File: src/rtl/adma_event_ack.sv
// adma_event_ack: fixed-priority event acknowledge engine with ADMA address pointer
// Ports:
//   clk, reset                      clock, synchronous active-high reset
//   req[N_EVT]                      level event requests (4-phase)
//   cfg_we, delay_cfg               load new ack delay
//   addr_load, start_addr           load descriptor address pointer
//   ack[N_EVT]                      one-hot acknowledge
//   Initial_ADMA_System_Address     current descriptor address
//   busy, grant_id                  engine active / granted channel
//   abort_cnt                       saturating count of withdrawn requests
module adma_event_ack #(
    parameter int N_EVT     = 4,
    parameter int ADDR_W    = 64,
    parameter int DLY_W     = 8,
    parameter int ACK_DELAY = 4,
    parameter int ACK_HOLD  = 2,
    parameter int ADDR_CH   = 3,
    parameter int ADDR_STEP = 8
) (
    input  logic                     clk,
    input  logic                     reset,
    input  logic [N_EVT-1:0]         req,
    input  logic                     cfg_we,
    input  logic [DLY_W-1:0]         delay_cfg,
    input  logic                     addr_load,
    input  logic [ADDR_W-1:0]        start_addr,
    output logic [N_EVT-1:0]         ack,
    output logic [ADDR_W-1:0]        Initial_ADMA_System_Address,
    output logic                     busy,
    output logic [$clog2(N_EVT)-1:0] grant_id,
    output logic [7:0]               abort_cnt
);
    localparam int GW = $clog2(N_EVT);
    localparam int HW = $clog2(ACK_HOLD + 1);
    typedef enum logic [1:0] {S_IDLE, S_WAIT, S_ACK, S_RELEASE} state_t;
    state_t           state, state_nxt;
    logic [DLY_W-1:0] delay_reg, cnt;
    logic [HW-1:0]    hold;
    logic [GW-1:0]    pick;
    logic             fire;
    always_comb begin
        pick = '0;
        for (int i = N_EVT - 1; i >= 0; i--)
            if (req[i]) pick = GW'(i);
    end
    always_ff @(posedge clk)
        state <= reset ? S_IDLE : state_nxt;
    // Withdrawal in WAIT is checked before the delay expiring, so a request
    // dropped on the final WAIT cycle is an abort, not an ack.
    always_comb begin
        state_nxt = state;
        case (state)
            S_IDLE:    if (|req) state_nxt = S_WAIT;
            S_WAIT:    state_nxt = !req[grant_id] ? S_IDLE : (cnt == '0) ? S_ACK : S_WAIT;
            S_ACK:     if (hold == '0) state_nxt = S_RELEASE;
            S_RELEASE: if (!req[grant_id]) state_nxt = S_IDLE;
        endcase
    end
    always_comb begin
        busy = state != S_IDLE;
        ack  = (state == S_ACK) ? (N_EVT'(1) << grant_id) : '0;
    end
    assign fire = (state == S_WAIT) && (state_nxt == S_ACK);
    always_ff @(posedge clk) begin
        if (reset) begin
            delay_reg                   <= DLY_W'(ACK_DELAY);
            cnt                         <= '0;
            hold                        <= '0;
            grant_id                    <= '0;
            abort_cnt                   <= '0;
            Initial_ADMA_System_Address <= '0;
        end else begin
            if (cfg_we) delay_reg <= delay_cfg;
            if (state == S_IDLE && |req) begin
                grant_id <= pick;
                cnt      <= delay_reg;
            end
            if (state == S_WAIT && req[grant_id] && cnt != '0) cnt <= cnt - 1'b1;
            if (state == S_WAIT && !req[grant_id] && abort_cnt != 8'hff) abort_cnt <= abort_cnt + 1'b1;
            if (fire) hold <= HW'(ACK_HOLD - 1);
            if (state == S_ACK && hold != '0) hold <= hold - 1'b1;
            // An explicit load overrides the per-descriptor advance on the same edge.
            if (addr_load)
                Initial_ADMA_System_Address <= start_addr;
            else if (fire && grant_id == GW'(ADDR_CH))
                Initial_ADMA_System_Address <= Initial_ADMA_System_Address + ADDR_W'(ADDR_STEP);
        end
    end
endmodule

File: config.mk
export PLATFORM = sky130hd
export DESIGN_NAME = adma_event_ack
export DESIGN_NICKNAME = d
export VERILOG_FILES = /design/src/rtl/adma_event_ack.sv
export SDC_FILE = /design/constraint.sdc
export NUM_CORES = 1
export LEC_CHECK = 0
export ABC_AREA = 0
export BUFFER_PORTS_ARGS = -buffer_cell sky130_fd_sc_hd__buf_2
export CAP_MARGIN = 20
export CORE_ASPECT_RATIO = 0.9
export CORE_MARGIN = 1
export CORE_UTILIZATION = 52
export CTS_CLUSTER_SIZE = 16
export DETAILED_ROUTE_END_ITERATION = 16
export GPL_TIMING_DRIVEN = 0
export PLACE_DENSITY = 0.91
export SLEW_MARGIN = 5
export SYNTH_ARGS = -nofsm -noshare
export SYNTH_HDL_FRONTEND = slang
export SYNTH_SLANG_ARGS = --single-unit
File: constraint.sdc
create_clock -name clk -period 3.1 [get_ports clk]
set_input_delay 0.155 -clock clk [delete_from_list [all_inputs] [get_ports clk]]
set_output_delay 0.155 -clock clk [all_outputs]
set_load 0.005 [all_outputs]
**Word level (Yosys, flattened, before mapping)**

Index checks and enable logic that the tools add are counted.

- Bits in registers: 94
- Bits of input ports: 80
- Output and inout port bits: 79
- Logic and storage cells: 57

- Add/subtract/negate cells: 4
- Magnitude comparators: 1
- Equality and inequality tests: 6
- Shifts and indexed selects: 1
- Muxes and demuxes: 19
- Reduce and logical (&&, ||, !) cells: 19

Operators by type and width:

| operator | number |
|---|---|
| $mux W64 | 2 |
| $add A64 B4 Y64 const B | 1 |
| $mux W2 | 11 |
| $mux W8 | 2 |
| $reduce_bool A2 Y1 | 5 |
| $add A8 B1 Y8 const B | 1 |
| $eq A2 B2 Y1 const B | 4 |
| $logic_and A1 B1 Y1 | 8 |
| $logic_not A8 Y1 | 1 |
| $ne A8 B8 Y1 const B | 1 |
| $pmux W2 S4 | 1 |
| $reduce_bool A8 Y1 | 1 |
| $sub A8 B1 Y8 const B | 1 |
| $logic_not A2 Y1 | 2 |
| $mux W4 | 1 |
| $reduce_or A4 Y1 | 1 |
| $shl A1 B2 Y4 const A | 1 |
| $lt A2 B3 Y1 const B | 1 |
| $bmux W1 S2 | 1 |
| $eq A2 B1 Y1 const B | 1 |
| $sub A2 B1 Y2 const B | 1 |
| $logic_not A1 Y1 | 1 |
| $mux W1 | 1 |

**Depth between registers and ports, before layout**

- Depth in word-level cells: 9
- Mapped depth: 10
- Gate-level depth less buffers: 7

**Worst setup path before layout**

Ideal clock, no wire load.

- Kind: flip-flop to flip-flop
- Start: reg cnt[0]
- End: reg Initial_ADMA_System_Address[61]
- Library setup time: 0.062 ns
- Arrival: 2.823 ns
- Required time: 3.038 ns
- Slack: 0.215 ns
- Stages on the path, launching flop included: 9
- Path buffers: 1
- Period minus slack after synthesis: 2.885 ns
- Cell sequence: dfxtp_1 -> inv_1 -> ha_1 -> or3b_2 -> or4_4 -> buf_6 -> or4_4 -> or4b_1 -> nand3_1

- Cells in the longest elaborated chain, start to end: 8

Ends and longest elaborated chain:

| element | line | source |
|---|---|---|
| start, declared | 37 | `logic [DLY_W-1:0] delay_reg, cnt;` |
| start signal, assigned | 76 | `cnt <= delay_reg;` |
| start signal, assigned | 78 | `if (state == S_WAIT && req[grant_id] && cnt != '0) cnt <= cnt - 1'b1;` |
| $logic_not A8 Y1 | 54 | `S_WAIT: state_nxt = !req[grant_id] ? S_IDLE : (cnt == '0) ? S_ACK : S_WAIT;` |
| $mux W2 (2 in a row) | 54 |  |
| $pmux W2 S4 | 52 | `case (state)` |
| $eq A2 B2 Y1 | 63 | `assign fire = (state == S_WAIT) && (state_nxt == S_ACK);` |
| $logic_and A1 B1 Y1 | 63 |  |
| $logic_and A1 B1 Y1 | 85 | `else if (fire && grant_id == GW'(ADDR_CH))` |
| $reduce_bool A2 Y1 (no source line) | -- |  |
| end signal, assigned | 84 | `Initial_ADMA_System_Address <= start_addr;` |
| end signal, assigned | 86 | `Initial_ADMA_System_Address <= Initial_ADMA_System_Address + ADDR_W'(ADDR_STEP);` |
| end, declared | 28 | `output logic [ADDR_W-1:0] Initial_ADMA_System_Address,` |

Every way passes these cells.
A chain may end at the register's enable or synchronous reset.

**Final worst setup path**

Ends and elaborated chain as after synthesis.

==> results.ini <==
[global_routing]
grt_pass1_vias = 5431
grt_util_all_layers_pct = 31.6
antenna_found_initial = 0
grt_max_degree = 16
grt_pass1_wl_um = 26400
overflow = 0

[worst_setup_path]
path_class = reg2reg
required_ps = 3380
crit_chain = inv_1, ha_1, or3b_4, or4_4, buf_6, or4_4, or4b_1, nand3_1
worstSetupEndpoint = Initial_ADMA_System_Address[61]$_SDFFE_PP0P_
r2r-end = Initial_ADMA_System_Address[61]$_SDFFE_PP0P_
r2r_cells = 8
crit_path_frequent_cell = or4_4
cp-startpoint = cnt[0]$_SDFFE_PP0P_
critical_path_arrival_ps = 3280
slowest_delay_ps = 580
path_max_fanout = 8
slowest_stage = or4_4
r2r_start = cnt[0]$_SDFFE_PP0P_
reg2reg_slack_ps = 100
worst_setup_path_end_kind = flip-flop
startpoint_type = flip-flop

[worst_hold_path]
hold-path-cell-count = 3
hold_class = in2reg

[floorplanning]
ios = 159
die_height_um = 97.6
initial_core_util_pct = 54.0
core_area_mm2 = 0.00978
fp-row-count = 34
die_x_um = 108
die_area_mm2 = 0.0106

[detailed_routing]
postRouteAntennaNets = 0
vias = 6027
drc_errors = 0
drt_iter0_drc = 521
firstDrtPassIters = 8
wl_per_cell_um = 17.8
via_per_inst = 6.34
totalWireLength_um = 16900

[placement]
routabilityCongestion = 0.965
dpl_cell_area_mm2 = 0.00623
dp_hpwl_um = 12300
port_buffers = 156
placed_cells = 934

[timing]
fin_skew_ps = 9.09
slew_headroom_pct = 31.1
finalSetupViolations = 0
period_share_pct = 96.7
period_needed_ps = 3000
finalHoldViolCount = 0
slew_viol_final = 0
max_clock_freq_ghz = 0.334
worst_pin_slew_ps = 1030
fin_tns_setup_ps = 0
rsz0062_at_grt = false

[clocking]
post_cts_buffers = 0
cts_tree = done
clock-sinks = 94
clk_pin_slew_ps = 70
clk_latency_ps = 340
cts.path.max_buffers = 2
cts-htree-levels = 3
cts_buffers = 9
root_buffer = clkbuf_16

[layout]
drive_gt1_share_pct = 23.3
regArea_mm2 = 0.00188
num-fill-cells = 842
nNetsFinal = 903
antennaDiodeCount = 0
stdcell_area_mm2 = 0.00652
finalNonFillerCells = 950
multiInputGateArea_mm2 = 0.00318
final_core_util_pct = 66.6
largest-register = Initial_ADMA_System_Address
area_growth_pct = 23.5
largest_reg_flops = 64

[pwr]
leakagePower_nw = 2.59
vdd_drop_max_uv = 302
powerDensity_mw_per_mm2 = 480

[yosys]
dominantRegCellSynth = dfxtp_1
synth_warnings = 0
avgSynthCellArea_um2 = 8.10
synthArstFlopShare_pct = 0
synth_seq_cells = 94
synth_cells = 652
synthesis.area_mm2 = 0.00528
ys_types = 60
synth_edf_count = 0
ys_seq_area_share_pct = 35.6
synth_nets = 736

[job]
maxCapViolations = 0

[run_status]
status = finished clean

==> layout make-up <==
cell class | count | area share (%)
tap | 126 | 2.42
buffer | 42 | 2.63
clock buffer | 11 | 3.88
inverter | 18 | 1.04
multi-input combinational | 498 | 48.7
timing repair buffer | 156 | 12.0
sequential | 94 | 28.9
clock inverter | 5 | 0.518
==> how the worst min path moves through the flow <==
stage / slack (ps) / to / from
after floorplan: 280 / Initial_ADMA_System_Address[61]$_SDFFE_PP0P_ / start_addr[61]
after global placement: 380 / delay_reg[2]$_SDFFE_PP1P_ / delay_cfg[2]
after detailed placement: 380 / Initial_ADMA_System_Address[48]$_SDFFE_PP0P_ / start_addr[48]
after CTS: 30 / Initial_ADMA_System_Address[48]$_SDFFE_PP0P_ / start_addr[48]
after global routing: 30 / Initial_ADMA_System_Address[48]$_SDFFE_PP0P_ / start_addr[48]
final: 40 / Initial_ADMA_System_Address[48]$_SDFFE_PP0P_ / start_addr[48]
==> cells by family (layout without fill, tap and decap cells) <==
group	count (synthesis)	after routing	share of synthesized area, %
mux	13	13	2.70
xor+xnor	37	37	6.14
fa+ha+maj	4	4	0.948
flops	94	94	35.6
compound gates	136	136	19.4
simple gates	308	308	30.8
buf+inv	60	232	4.41
==> routing by layer <==
layer  up-vias  track usage (%)  share of wire [%]
met4         0             12.0                2.7
met5         -                0                  0
li1       2807                -                  -
met1      2762             42.7                 43
met2       407             48.9                 44
met3        51             6.84                 11
==> critical path, delay by kind of cell, from the launching register on <==
kind | cells | cell delay, ps
buffers and inverters | 2 | 250
adder cells (fa/ha/maj) | 1 | 200
AND/OR/NAND/NOR | 5 | 2180
flip-flops | 1 | 310
==> metrics by stage <==
| step | total power, mW | setup slack [ps] | hold slack, ps |
|---|---|---|---|
| detailed placement | 2.06 | -107 | 381 |
| global route | 3.26 | 33.6 | 32.0 |
| CTS | 3.11 | 4.75 | 25.8 |
| global placement | 2.04 | -100 | 377 |
| floorplan | 1.81 | 215 | 278 |
| finish | 3.13 | 103 | 38.9 |
==> placed cells by master (no fill, tap or decap), types with 9 or more instances in the layout <==
master and n:
buf_2 157, or3_1 10, and4_1 11, nor3_1 17
clkbuf_1 33, nor4_1 21, o21ai_0 12, mux2i_1 12
nand2_1 59, nand4_1 30, xor2_1 12, clkbuf_16 9
nand3_1 24, a211oi_1 34, or4_1 10, nor2_1 78
inv_1 16, a21oi_1 18, and3_1 15, dfxtp_1 94
o211ai_1 16, xnor2_1 25
==> timing repair <==
action                                  in CTS  in global routing
resized for setup                            3                  6
hold buffers                                 0                  0
endpoints found under the setup margin      12                 15
==> report_power, final <==
part / switching [mW] / internal, mW / leakage, nW
combinational: 0.337 / 0.280 / 1.68
sequential: 0.130 / 1.31 / 0.776
clock: 0.486 / 0.587 / 0.138
==> synthesized netlist by cell type (all sizes together) (6+ instances only) <==
master	count	area share [%]
nand4	30	3.6
xor2	12	2.0
nor3	17	1.6
or4	13	2.1
nor2	78	5.5
nor4	23	3.0
and4	11	1.8
dfxtp	94	36
nand3	24	2.3
xnor2	25	4.1
and3	15	1.8
a21oi	18	1.7
or3	10	1.2
a31oi	6	0.71
clkbuf	38	2.7
o21ai	12	1.1
o311ai	6	1.0
nand2	59	4.2
a211oi	34	4.8
inv	16	1.1
mux2i	12	2.3
o211ai	16	2.3
Power figures use the tool's default switching activity.
